===== src/rtl/addsub_serial.sv =====
// addsub_serial: digit-serial add/subtract unit with start/done handshake.
// Processes DIGIT bits per clock over WIDTH-bit operands, LSB digit first.
// Optional feature: define ADDSUB_SAT_EN to get unsigned saturation of the
// final result; without it the result wraps modulo 2^WIDTH.
module addsub_serial #(
  parameter int WIDTH = 8,
  parameter int DIGIT = 2
) (
  input  logic             clk,
  input  logic             rst_n,
  input  logic             start,
  input  logic             mode,
  input  logic [WIDTH-1:0] a,
  input  logic [WIDTH-1:0] b,
  input  logic             cin,
  input  logic             enable,
  output logic             ready,
  output logic             busy,
  output logic             done,
  output logic [WIDTH-1:0] result,
  output logic             cout,
  output logic             zero,
  output logic             neg,
  output logic             ovf
);

  localparam int NUM_DIGITS = WIDTH / DIGIT;
  localparam int CNT_W      = (NUM_DIGITS > 1) ? $clog2(NUM_DIGITS) : 1;
  localparam logic [CNT_W-1:0] LAST_DIGIT = CNT_W'(NUM_DIGITS - 1);

  typedef enum logic [1:0] {
    IDLE = 2'd0,
    RUN  = 2'd1,
    DONE = 2'd2
  } stateT;

  stateT state;
  stateT nextState;

  // Captured operation
  logic [WIDTH-1:0] opA;
  logic [WIDTH-1:0] opB;
  logic             opMode;

  // Serial datapath state: carry chain, digit index, partial result
  logic             chain;
  logic [CNT_W-1:0] digitCnt;
  logic [WIDTH-1:0] accum;

  // Visible result and flags, updated only on entry to DONE
  logic [WIDTH-1:0] resultReg;
  logic             coutReg;
  logic             zeroReg;
  logic             negReg;
  logic             ovfReg;

  // Combinational slice arithmetic
  logic [DIGIT-1:0] aSlice;
  logic [DIGIT-1:0] bSlice;
  logic [DIGIT:0]   sliceSum;
  logic             msbCarryIn;
  logic [WIDTH-1:0] accumNext;
  logic [WIDTH-1:0] finalRes;
  logic             rawCout;
  logic             lastDigit;
  logic             accept;

  assign accept    = start && (state != RUN);
  assign lastDigit = (digitCnt == LAST_DIGIT);

  // Add the current digit: subtraction is a + ~b + ~borrow, so only b inverts.
  // NOTE: every signal assigned here gets a default first so no path leaves
  // it unassigned; otherwise synthesis would infer a latch.
  always_comb begin
    aSlice     = opA[digitCnt*DIGIT +: DIGIT];
    bSlice     = opMode ? ~opB[digitCnt*DIGIT +: DIGIT] : opB[digitCnt*DIGIT +: DIGIT];
    sliceSum   = {1'b0, aSlice} + {1'b0, bSlice} + {{DIGIT{1'b0}}, chain};
    // Carry into the slice MSB recovered from its sum bit and operand bits
    msbCarryIn = sliceSum[DIGIT-1] ^ aSlice[DIGIT-1] ^ bSlice[DIGIT-1];
    accumNext  = accum;
    accumNext[digitCnt*DIGIT +: DIGIT] = sliceSum[DIGIT-1:0];
  end

  // The chain holds carry for add and inverted borrow for subtract
  assign rawCout = opMode ? ~sliceSum[DIGIT] : sliceSum[DIGIT];

`ifdef ADDSUB_SAT_EN
  // Clamp to the unsigned range: overflow pins high, underflow pins to zero
  assign finalRes = rawCout ? (opMode ? {WIDTH{1'b0}} : {WIDTH{1'b1}}) : accumNext;
`else
  assign finalRes = accumNext;
`endif

  // State register
  // NOTE: sequential state uses non-blocking assignments so every flop
  // samples pre-edge values regardless of block ordering.
  always_ff @(posedge clk) begin
    if (!rst_n) begin
      state <= IDLE;
    end else begin
      state <= nextState;
    end
  end

  // Next-state logic: run N digits, then one DONE cycle (or straight into RUN)
  always_comb begin
    nextState = state;
    case (state)
      IDLE:    if (start) nextState = RUN;
      RUN:     if (lastDigit) nextState = DONE;
      DONE:    nextState = start ? RUN : IDLE;
      default: nextState = IDLE;
    endcase
  end

  // Operand capture, per-digit accumulation and final flag update
  // NOTE: every datapath register is reset here, including the captured
  // operands, so outputs are deterministic straight out of reset.
  always_ff @(posedge clk) begin
    if (!rst_n) begin
      opA       <= '0;
      opB       <= '0;
      opMode    <= 1'b0;
      chain     <= 1'b0;
      digitCnt  <= '0;
      accum     <= '0;
      resultReg <= '0;
      coutReg   <= 1'b0;
      zeroReg   <= 1'b1;
      negReg    <= 1'b0;
      ovfReg    <= 1'b0;
    end else if (accept) begin
      opA      <= a;
      opB      <= b;
      opMode   <= mode;
      chain    <= cin ^ mode;
      digitCnt <= '0;
    end else if (state == RUN) begin
      accum    <= accumNext;
      chain    <= sliceSum[DIGIT];
      digitCnt <= digitCnt + CNT_W'(1);
      if (lastDigit) begin
        resultReg <= finalRes;
        coutReg   <= rawCout;
        zeroReg   <= (finalRes == {WIDTH{1'b0}});
        negReg    <= finalRes[WIDTH-1];
        ovfReg    <= msbCarryIn ^ sliceSum[DIGIT];
      end
    end
  end

  assign ready  = (state != RUN);
  assign busy   = (state == RUN);
  assign done   = (state == DONE);
  assign result = resultReg & {WIDTH{enable}};
  assign cout   = coutReg;
  assign zero   = zeroReg;
  assign neg    = negReg;
  assign ovf    = ovfReg;

endmodule


===== config.mk =====
export PLATFORM = sky130hd
export DESIGN_NAME = addsub_serial
export DESIGN_NICKNAME = d
export VERILOG_FILES = /design/src/rtl/addsub_serial.sv
export SDC_FILE = /design/constraint.sdc
export NUM_CORES = 1
export LEC_CHECK = 0
export CAP_MARGIN = 10
export CORE_MARGIN = 4
export CORE_UTILIZATION = 52
export CTS_CLUSTER_DIAMETER = 100
export DETAILED_ROUTE_END_ITERATION = 10
export PLACE_DENSITY = 0.77
export SYNTH_ARGS = -nofsm -noshare
export SYNTH_HDL_FRONTEND = slang
export SYNTH_SLANG_ARGS = --single-unit

===== constraint.sdc =====
create_clock -name clk -period 3.41 [get_ports clk]
set_input_delay 0.682 -clock clk [delete_from_list [all_inputs] [get_ports clk]]
set_output_delay 0.682 -clock clk [all_outputs]
set_load 0.05 [all_outputs]

Yosys cells after proc, flatten, opt, wreduce, memory -nomap -nowiden
Index checks and enable logic that the tools add are counted.
Word-level totals
  word-level logic and storage cells: 52
  flip-flop bits (word level): 42
  input port bits: 22
Cells by class
  bitwise gates (word level): 9
  add/subtract/negate cells: 4
  shifts and indexed selects: 4
  equal/unequal tests: 6
  mux-type cells: 9
  reduce and logical (&&, ||, !) cells: 8
Operator list (count)
  3-bit negation with 34-bit output: 1
  2-bit by 34-bit variable shift with 8-bit output, first input constant: 1
  2-bit by 34-bit variable part select with 8-bit output: 1
  8-bit by 4-bit variable part select with 2-bit output: 2
  8-bit bitwise AND: 1
  8-bit bitwise mux: 1
  8-bit logical NOT: 1
  2-bit 2-to-1 mux: 3
  2-bit case mux with 3 select lines: 1
  2-bit == test, second input constant: 2
  1-bit 2-to-1 mux: 4
  2-bit by 1-bit inequality test with 1-bit output, second input constant: 2
  2-bit AND reduction: 2
  1-bit XOR: 4
  2-bit by 2-bit adder with 3-bit output: 1
  3-bit by 1-bit adder with 3-bit output: 1
  1-bit inverter: 3
  3-bit AND reduction: 1
  2-bit by 1-bit adder with 2-bit output, second input constant: 1
  2-bit by 1-bit == test with 1-bit output, second input constant: 1
  2-bit logical NOT: 1
  2-bit inequality test, second input constant: 1
  2-bit inverter: 1
  2-bit nonzero test: 1
  2 further kinds: 2

Longest topological paths before layout
Gate-level depths: netlist of run 1.
  depth in word-level cells: 8
  mapped depth: 10

Worst setup path after synthesis of run 1
Ideal clock, no wire load.
  path kind: register to register
  from: register digitCnt[0]
  to: register accum[1]
  clock period less this slack: 2798 ps
  cell stages (with the launch flop): 11
  data arrival time: 2737 ps
  buffers on the path: 1
  setup slack: 612 ps
  cells stage by stage: dfxtp_1 buf_6 mux4_2 xor2_1 fa_1 inv_1 fa_1 nor4b_1 mux2i_1 nand2_1 o211a_1
Between the ends
  longest elaborated chain between the ends: 7
  elaborated cells between the ends (all ways): 10
Ends and longest elaborated chain
  start: declaration: RTL line 47  | logic [CNT_W-1:0] digitCnt;
  start signal: assignment: RTL line 141  | digitCnt <= digitCnt + CNT_W'(1);
  8-bit by 4-bit variable part select with 2-bit output: RTL line 76  | bSlice = opMode ? ~opB[digitCnt*DIGIT +: DIGIT] : opB[digitCnt*DIGIT +: DIGIT];
  2-bit inverter: RTL line 76
  2-bit 2-to-1 mux: RTL line 76
  2-bit by 2-bit adder with 3-bit output: RTL line 77  | sliceSum = {1'b0, aSlice} + {1'b0, bSlice} + {{DIGIT{1'b0}}, chain};
  3-bit by 1-bit adder with 3-bit output: RTL line 77
  2-bit by 34-bit variable part select with 8-bit output: RTL line 81  | accumNext[digitCnt*DIGIT +: DIGIT] = sliceSum[DIGIT-1:0];
  8-bit bitwise mux *: RTL line 81
  end signal: assignment: RTL line 139  | accum <= accumNext;
  end: declaration: RTL line 48  | logic [WIDTH-1:0] accum;
Every way passes the cells marked *; elsewhere a longest branch is shown, timed or not.
A chain may end at the register's enable or synchronous reset.

Worst setup path after layout of run 1
  from: input port enable
  to: output port result[7]
Between the ends
  longest elaborated chain between the ends: 1
Ends and longest elaborated chain
  start: declaration: RTL line 16  | input logic enable,
  8-bit bitwise AND: RTL line 155  | assign result = resultReg & {WIDTH{enable}};
  end: declaration: RTL line 20  | output logic [WIDTH-1:0] result,
No other way between the ends.

==> results by group, run 1 <==
Drt
  • WL/cell: 13.0 µm
  • Total Wirelength: 3960 µm
  • Drt initial violations: 52
  • DR DRC count: 0
  • Vias per cell: 5.29
  • Total iterations of the first detailed-routing run: 4
  • Via count: 1614
  • Post-route antenna net violation count: 0

CTS
  • Skew-Pair Late Insertion Delay: 0.29 ns
  • Reg clk slew, reported paths: 0.07 ns
  • CTS tree: built
  • Num CTS Buffers: 5
  • Worst-case clock buffer depth: 2
  • H-tree depth: 2
  • # clock sinks: 41
  • Post-CTS setup buffer count: 0
  • CTS Hold Buffers Added: 0
  • Root Driver: clkbuf_8
  • Post-CTS Resized: 0

Finish
  • Layout cell share with drive strength beyond 1: 0.0817
  • Register Area: 821 µm²
  • Final Util: 0.677
  • Area Growth Syn to Fin: 23.8%
  • Footprint of the multi-input gates: 1120 µm²
  • Post-route cell area: 2510 µm²
  • Final net count: 286
  • Antenna Cells: 0
  • Fill cells: 312

Global routing
  • Tot GR Track Use: 0.165
  • Antenna violations before repair: 0
  • Vias in the first global route: 1399
  • Grt ovf: 0
  • Global-route wire length before repair: 6510 µm
  • Largest net degree at the start of global routing: 26

Critical path
  • CP Data Required Time: 2.73 ns
  • R2R cell count: 9
  • Most frequent CP cell: clkdlybuf4s50_1
  • R2R Setup Slk: 0.57 ns
  • Crit path launch type: input port
  • CP Capture Type: output pin
  • CP cell instances: clkdlybuf4s50_1 > and2_1 > clkdlybuf4s50_1
  • CP peak stage delay: 0.80 ns
  • Crit path DAT: 2.22 ns
  • Crit Reg-Reg Endpoint: zero
  • CP Class: input port to output pin
  • Critical R2R Launch: digitCnt[0]
  • CP max-delay cell: clkdlybuf4s50_1
  • Crit path max fanout: 8

Placement
  • Routability cong.: 0.804
  • Placed wire-length estimate: 2970 µm
  • Post-DP Area: 2410 µm²
  • IO buf count: 36

Floorplanning
  • Core box area: 3720 µm²
  • Die W: 70.5 µm
  • Die extent in y: 70.5 µm
  • Die footprint: 4970 µm²
  • Initial core utilization: 0.546
  • FP Rows: 22
  • I/O pins: 37

Timing
  • Worst clock skew: 0.00195 ns
  • Hold Slack: 0.463 ns
  • Min Tclk post-route: 2.90 ns
  • Slew HR: 0.593
  • RSZ-0062 raised after global routing: no
  • Slew Viols, Final: 0
  • Slew at the pin closest to its max-slew limit: 0.609 ns
  • Final setup violation count: 0
  • Fin crit share: 0.851
  • Hold Vio Cnt, Final: 0
  • Fmax: 345 MHz
  • Fin Setup TNS: 0 ns

Synthesis
  • Post-Syn Area per Cell: 9.19 µm²
  • Synth unique cells: 37
  • Seq/Total Area, Yosys: 0.404
  • Register bit total from synthesis: 41
  • Syn Inst Count: 221
  • Synthesized Nets: 251
  • Mapped cell area: 2030 µm²
  • YS warnings: 0

Status
  • Status: finished clean

Pwr
  • Worst vdd ir: 0.000234 V
  • Pleak: 1.12 nW
  • Final Total Pwr: 1.05 mW
  • Pwr Density: 419 nW/µm²

Flow run
  • Max cap viols: 0

Hold path
  • Hold Crit Class: flop to flop
  • Hold depth: 2
  • Hold Path End: opA[4]
  • Startpoint of the worst hold path: opA[4]
[power by group]
part | internal (mW) | leakage, nW | switching [mW]
clock | 0.183 | 0.0542 | 0.162
combinational | 0.0905 | 0.731 | 0.0998
sequential | 0.503 | 0.335 | 0.0155
total | 0.776 | 1.12 | 0.277
[cells in the final DEF, fill, tap and decap left out, types with 4 or more instances in the layout]
cell and n:
clkdlybuf4s50_1 36, a21boi_0 19, nor2_1 6, dfxtp_1 41, mux4_2 4, ha_1 6
o211a_1 15, buf_4 4, nor2b_1 13, and2_1 10, clkbuf_8 7, nand2_1 55
inv_1 5, a31oi_1 4
[how the worst max path moves through the flow]
stage / from / end / slack [ns] / depth (start not counted)
floorplan: digitCnt[0] / accum[1] / 0.61 / 10
global route: digitCnt[0] / zero / 0.41 / 9
global placement: enable / result[7] / 0.53 / 3
CTS: enable / result[7] / 0.49 / 3
detailed placement: enable / result[5] / 0.51 / 3
finish: enable / result[7] / 0.51 / 3
[critical path, delay by kind of cell]
family	cells	cell delay (ns)
buffers and inverters	2	1.36
AND/OR/NAND/NOR	1	0.17
[per-stage QoR]
| step | std cells | worst slack [ns] |
|---|---|---|
| floorplan | 221 | 0.612 |
| global placement | 297 | 0.528 |
| detailed placement | 297 | 0.510 |
| CTS | 305 | 0.489 |
| global route | 305 | 0.411 |
| finish | 305 | 0.507 |
[Yosys cell counts]
master	count	share of area
o31ai_1	1	0.0037
a21boi_0	19	0.070
o21a_1	1	0.0037
o211ai_2	1	0.0062
o21ai_0	1	0.0025
mux2i_1	1	0.0049
nor3_1	1	0.0025
and3_1	1	0.0031
inv_4	1	0.0031
xor2_1	2	0.0086
mux4_2	4	0.044
nand2_1	55	0.10
inv_1	5	0.0092
xnor2_1	2	0.0086
a41oi_1	3	0.013
o22ai_1	1	0.0031
nor4b_1	1	0.0043
nor2_1	6	0.011
o211a_1	15	0.074
buf_6	1	0.0055
xnor2_2	2	0.016
a211oi_1	1	0.0037
and2_1	10	0.031
nor2_2	1	0.0031
buf_4	3	0.011
ha_1	6	0.037
a31oi_1	4	0.012
fa_1	2	0.020
a21oi_1	3	0.0074
nand2b_1	1	0.0031
nand3b_1	1	0.0037
nand3_1	2	0.0049
dfxtp_1	41	0.40
clkbuf_1	5	0.0092
buf_2	3	0.0074
nor2b_1	13	0.040
nand4_1	1	0.0031
[final cells by class]
cell class	instances	area share
clock buffer	7	0.0383
clock inverter	1	0.00199
inverter	6	0.00995
multi-input combinational	162	0.444
sequential	41	0.326
tap	48	0.0239
timing repair buffer	40	0.155
[cell families (layout without fill, tap and decap cells)]
family,count (synthesis),count (layout),share of synthesized area
buf+inv,18,54,0.0456
simple gates,93,93,0.211
xor+xnor,6,6,0.0333
flops,41,41,0.404
fa+ha+maj,8,8,0.0567
compound gates,50,50,0.200
mux,5,5,0.0493
[flip-flops by register name, summed over array words and instances (netlist names)]
name and cells:
opA 8, zero 1, cout 1, opMode 1
state 2, chain 1, digitCnt 2, resultReg 8
opB 8, ovf 1, accum 8
[routing by layer]
| metal | wire length (µm) | global-route usage | part of all wire | up-vias |
|---|---|---|---|---|
| met5 | 0 | 0 | 0 | - |
| met4 | 65 | 0.0574 | 0.016 | 0 |
| met3 | 207 | 0.0460 | 0.052 | 6 |
| met2 | 1790 | 0.254 | 0.45 | 41 |
| met1 | 1900 | 0.222 | 0.48 | 743 |
| li1 | - | - | - | 824 |
Note: power is estimated with default switching activity, not from simulation.
==> run 2, diff against run 1 <==
--- a/config.mk
+++ b/config.mk
@@ -8,9 +8,11 @@
 export CAP_MARGIN = 10
 export CORE_MARGIN = 4
 export CORE_UTILIZATION = 52
+export CTS_BUF_LIST = sky130_fd_sc_hd__clkbuf_16
 export CTS_CLUSTER_DIAMETER = 100
 export DETAILED_ROUTE_END_ITERATION = 10
 export PLACE_DENSITY = 0.77
+export RECOVER_POWER = 25
 export SYNTH_ARGS = -nofsm -noshare
 export SYNTH_HDL_FRONTEND = slang
 export SYNTH_SLANG_ARGS = --single-unit
==> run 2 against run 1 <==
- hold slack worse by 0.0029 ns
- sequential power about the same
- utilization up 0.81 points
==> results by group, run 2 (synthesis gave the netlist of run 1 again) <==
Status
  • Status: finished clean

Placement
  • Routability cong.: 0.804
  • IO buf count: 36
  • Worst slack, placed: 0.510 ns
  • Placed wire-length estimate: 2970 µm

Drt
  • Vias per cell: 5.27
  • Post-route antenna net violation count: 0
  • Drt initial violations: 59
  • Total iterations of the first detailed-routing run: 4
  • Via count: 1607
  • Total Wirelength: 4000 µm
  • DR DRC count: 0
  • WL/cell: 13.1 µm

CTS
  • Num CTS Buffers: 5
  • Worst-case clock buffer depth: 2
  • CTS Hold Buffers Added: 0
  • # clock sinks: 41
  • Reg clk slew, reported paths: 0.05 ns
  • Root Driver: clkbuf_16
  • Post-CTS Resized: 0
  • H-tree depth: 2
  • CTS tree: built
  • Post-CTS setup buffer count: 0
  • Skew-Pair Late Insertion Delay: 0.28 ns

Pwr
  • Pwr Density: 450 nW/µm²
  • Worst vdd ir: 0.000206 V
  • Pleak: 1.13 nW
  • Final Total Pwr: 1.15 mW

Finish
  • Final net count: 286
  • Antenna Cells: 0
  • Most frequent cells in the layout: nand2_1, dfxtp_1, clkdlybuf4s50_1, a21boi_0, o211a_1
  • Layout cell share with drive strength beyond 1: 0.0661
  • Area Growth Syn to Fin: 25.3%
  • Most common library cell in the layout ignoring fill and taps: nand2_1
  • Final Util: 0.685

Timing
  • Fin crit share: 0.846
  • Fin Setup TNS: 0 ns
  • Fmax: 347 MHz
  • Hold Vio Cnt, Final: 0
  • RSZ-0062 raised after global routing: no
  • Slew at the pin closest to its max-slew limit: 1.02 ns
  • Final worst slack: 0.524 ns
  • Final setup violation count: 0
  • Slew HR: 0.316
  • Min Tclk post-route: 2.89 ns
  • Slew Viols, Final: 0
  • Worst clock skew: 0.00243 ns

Global routing
  • Grt ovf: 0
  • Largest net degree at the start of global routing: 26
  • Tot GR Track Use: 0.169
  • Vias in the first global route: 1396
  • Global-route wire length before repair: 6600 µm
  • Antenna violations before repair: 0

Critical path
  • Crit path launch type: input port
  • CP Class: input port to output pin
  • CP Capture Type: output pin
  • CP Data Required Time: 2.73 ns
  • Crit path DAT: 2.20 ns
  • Crit path max fanout: 8

Floorplanning
  • I/O pins: 37
  • Die W: 70.5 µm
  • Initial core utilization: 0.546
  • Die extent in y: 70.5 µm
  • Core box area: 3720 µm²
  • FP Rows: 22
  • Die footprint: 4970 µm²

Hold path
  • Hold Crit Class: flop to flop

Flow run
  • Max cap viols: 0
==> run 2: cell count changes in the layout (fill, tap and decap cells not counted) <==
cell	change
buf_4	-1
clkbuf_1	+1
clkbuf_16	+5
clkbuf_8	-7
clkdlybuf4s50_1	-2
clkinv_1	+2
dlygate4sd3_1	+2
nor2_1	+1
nor2_2	-1
==> run 2: area by class of cell <==
cell class,count,area [µm²]
clock inverter,3,12.5
sequential,41,821
tap,48,60.1
multi-input combinational,162,1110
inverter,6,25.0
clock buffer,5,125
fill,307,1170
timing repair buffer,40,387
==> run 2: critical path, stage by stage <==
cell	delay (ns)
clkdlybuf4s50_1	0.57
and2_1	0.16
clkdlybuf4s50_1	0.80
==> run 2: layer usage <==
layer | GRT usage | up-vias | share of wire
met5 | 0 | - | 0
met4 | 0.0766 | 0 | 0.018
met3 | 0.0504 | 5 | 0.052
met2 | 0.251 | 40 | 0.45
met1 | 0.226 | 742 | 0.48
li1 | - | 820 | -
==> run 2: per-stage QoR <==
stage / instance area (µm²) / cells / hold WS (ns)
finish: 2540 / 305 / 0.460
global route: 2540 / 305 / 0.481
CTS: 2550 / 305 / 0.462
detailed placement: 2410 / 297 / 0.455
global placement: 2410 / 297 / 0.452
floorplan: 2030 / 221 / 0.440
==> run 2: power breakdown <==
part           internal (mW)  leakage, nW  total, mW  switching, mW
Combinational         0.0895        0.728      0.189         0.0998
Clock                  0.264       0.0687      0.438          0.174
Sequential             0.504        0.335      0.519         0.0155
Total                  0.857         1.13       1.15          0.289
==> run 2: final timing paths <==
path          startpoint         to  slack [ns]  cells after the start
max               enable  result[7]        0.52                      3
min               opA[4]     opA[4]        0.46                      2
min reg2reg       opA[4]     opA[4]        0.46                      2
max reg2reg  digitCnt[0]   accum[1]        0.57                      9
==> run 3, diff against run 2 <==
--- a/config.mk
+++ b/config.mk
@@ -7,11 +7,11 @@
 export LEC_CHECK = 0
 export CAP_MARGIN = 10
 export CORE_MARGIN = 4
-export CORE_UTILIZATION = 52
+export CORE_UTILIZATION = 47
 export CTS_BUF_LIST = sky130_fd_sc_hd__clkbuf_16
 export CTS_CLUSTER_DIAMETER = 100
 export DETAILED_ROUTE_END_ITERATION = 10
-export PLACE_DENSITY = 0.77
+export PLACE_DENSITY = 0.74
 export RECOVER_POWER = 25
 export SYNTH_ARGS = -nofsm -noshare
 export SYNTH_HDL_FRONTEND = slang
==> constraint.sdc (replaced) <==
create_clock -name clk -period 2.52 [get_ports clk]
set_input_delay 0.504 -clock clk [delete_from_list [all_inputs] [get_ports clk]]
set_output_delay 0.504 -clock clk [all_outputs]
set_load 0.05 [all_outputs]
==> run 3 against run 2 <==
- the run now ends with negative setup slack left
- die area grew 9.4%
- non-clock buffer count grew 10
- critical path depth grew 6
- wire length grew 9.8%
- cell count grew 3.9%
- via count grew 3.8%
- hold slack gained 0.0045 ns
- critical path type is now flop to flop
- largest power group unchanged
==> results by group, run 3 (synthesis gave the netlist of run 1 again) <==
Drt
  • Drt initial violations: 141
  • Highest metal used: met4
  • Post-route antenna net violation count: 0
  • DR DRC count: 0
  • M1 WL: 2030 µm
  • Total Wirelength: 4390 µm
  • Met2 routed WL: 2040 µm
  • WL/cell: 13.8 µm
  • Via count: 1668
  • Total iterations of the first detailed-routing run: 4
  • Vias per cell: 5.26
  • Met3 wire len: 278 µm

Critical path
  • Crit path max fanout: 3
  • Crit path DAT: 2.82 ns
  • CP max-delay cell: fa_2
  • Most frequent CP cell: buf_6
  • CP cell instances: buf_6 > buf_6 > mux4_2 > xnor2_4 > fa_2 > nor2_4 > a41oi_2 > nand4_1 > o31ai_1
  • Critical R2R Launch: digitCnt[0]
  • R2R Setup Slk: -0.11 ns
  • Critical Path Sink: zero
  • CP Capture Type: flop
  • CP Class: flop to flop
  • CP Data Required Time: 2.71 ns
  • Setup crit start: digitCnt[0]
  • CP peak stage delay: 0.62 ns
  • Crit Reg-Reg Endpoint: zero
  • R2R cell count: 9
  • Crit path launch type: flop

Timing
  • Worst clock skew: 0.00581 ns
  • Fin crit share: 1.04
  • Fmax: 381 MHz
  • Slew HR: 0.594
  • Hold Vio Cnt, Final: 0
  • Final setup violation count: 10
  • Slew Viols, Final: 0
  • Min Tclk post-route: 2.63 ns
  • Final worst slack: -0.106 ns
  • RSZ-0062 raised after global routing: yes
  • Slew at the pin closest to its max-slew limit: 0.607 ns

Global routing
  • Largest net degree at the start of global routing: 26
  • Vias in the first global route: 1582
  • Global-route wire length before repair: 7400 µm
  • Antenna violations before repair: 0
  • Grt ovf: 0
  • Tot GR Track Use: 0.177

Finish
  • Fill cells: 314
  • Antenna Cells: 0
  • Area Growth Syn to Fin: 39.0%
  • Most common library cell in the layout ignoring fill and taps: nand2_1
  • Most frequent cells in the layout: nand2_1, dfxtp_1, clkdlybuf4s50_1, a21boi_0, o211a_1
  • Final Util: 0.691
  • Layout cell share with drive strength beyond 1: 0.191
  • Final net count: 296

Floorplanning
  • Initial core utilization: 0.497
  • FP Rows: 23
  • Die W: 73.7 µm
  • Core box area: 4090 µm²
  • I/O pins: 37
  • Die extent in y: 73.7 µm
  • Die footprint: 5440 µm²

Pwr
  • Final Total Pwr: 1.71 mW
  • Pwr Density: 606 nW/µm²
  • Worst vdd ir: 0.000331 V
  • Pleak: 1.24 nW

CTS
  • Root Driver: clkbuf_16
  • Reg clk slew, reported paths: 0.06 ns
  • CTS tree: built
  • H-tree depth: 2
  • Num CTS Buffers: 5
  • Skew-Pair Late Insertion Delay: 0.28 ns
  • Worst-case clock buffer depth: 2
  • # clock sinks: 41

Placement
  • Routability cong.: 0.882
  • IO buf count: 36
  • Placed wire-length estimate: 3250 µm

Status
  • Failing checks: negative setup slack
  • Status: finished with violations

Hold path
  • Hold Crit Class: flop to flop

Flow run
  • Max cap viols: 0
[run 3: cell count changes in the layout (fill, tap and decap cells not counted), sizes merged]
| cell | previous run | this run |
|---|---|---|
| buf | 3 | 22 |
| clkdlybuf4s50 | 34 | 26 |
| clkinv | 3 | 1 |
| bufinv | 0 | 1 |
| dlygate4sd3 | 2 | 1 |
| inv | 6 | 7 |
[run 3: worst min-delay path by stage]
stage	cells after the start	end	slack, ns	startpoint
detailed placement	2	opA[3]	0.46	opA[3]
global route	2	opB[7]	0.48	opB[7]
finish	2	opA[3]	0.46	opA[3]
floorplan	2	opB[4]	0.44	opB[4]
global placement	2	opA[3]	0.45	opA[3]
CTS	2	opA[3]	0.47	opA[3]
[run 3: per-layer routing]
metal	up-vias	global-route usage
met3	5	0.0506
met4	0	0.0483
met2	43	0.271
met5	-	0
met1	775	0.242
li1	845	-
[run 3: power by group]
group | total [mW] | switching (mW) | internal (mW)
Sequential | 0.702 | 0.0204 | 0.681
Combinational | 0.311 | 0.161 | 0.151
Clock | 0.699 | 0.238 | 0.461
Total | 1.71 | 0.419 | 1.29
[run 3: worst max-delay path: cells and delay by family, from the launching register on]
kind            cells  cell delay [ns]
compound gates      2             0.44
xor+xnor            1             0.19
fa+ha+maj           1             0.62
buf+inv             2             0.18
flops               1             0.36
mux                 1             0.56
simple gates        2             0.18
[run 3: what timing repair did]
item                       4_1_cts  5_1_grt
gates resized for setup          8        6
gates cloned                     0        0
hold buffers                     0        0
setup endpoints to repair       10       16
buffers inserted                 1        1
pin swaps                        4        5
[run 3: final cells by class]
type | count | area, µm² | share of cell area
inverter | 6 | 25.0 | 0.00887
multi-input combinational | 162 | 1200 | 0.425
clock buffer | 5 | 125 | 0.0443
tap | 50 | 62.6 | 0.0222
timing repair buffer | 50 | 547 | 0.194
sequential | 41 | 825 | 0.292
clock inverter | 3 | 38.8 | 0.0137
[run 3: metrics by stage]
stage          TNS (ns)  setup slack (ns)  cell area, µm²  hold slack, ns  instances
6_report         -0.820            -0.106            2820           0.465        317
4_1_cts          -0.713            -0.129            2780           0.466        316
5_1_grt           -2.11            -0.257            2820           0.483        317
2_1_floorplan    -0.924            -0.151            2050           0.440        221
3_5_place_dp      -1.07            -0.157            2570           0.457        307
3_3_place_gp     -0.311           -0.0625            2570           0.449        307
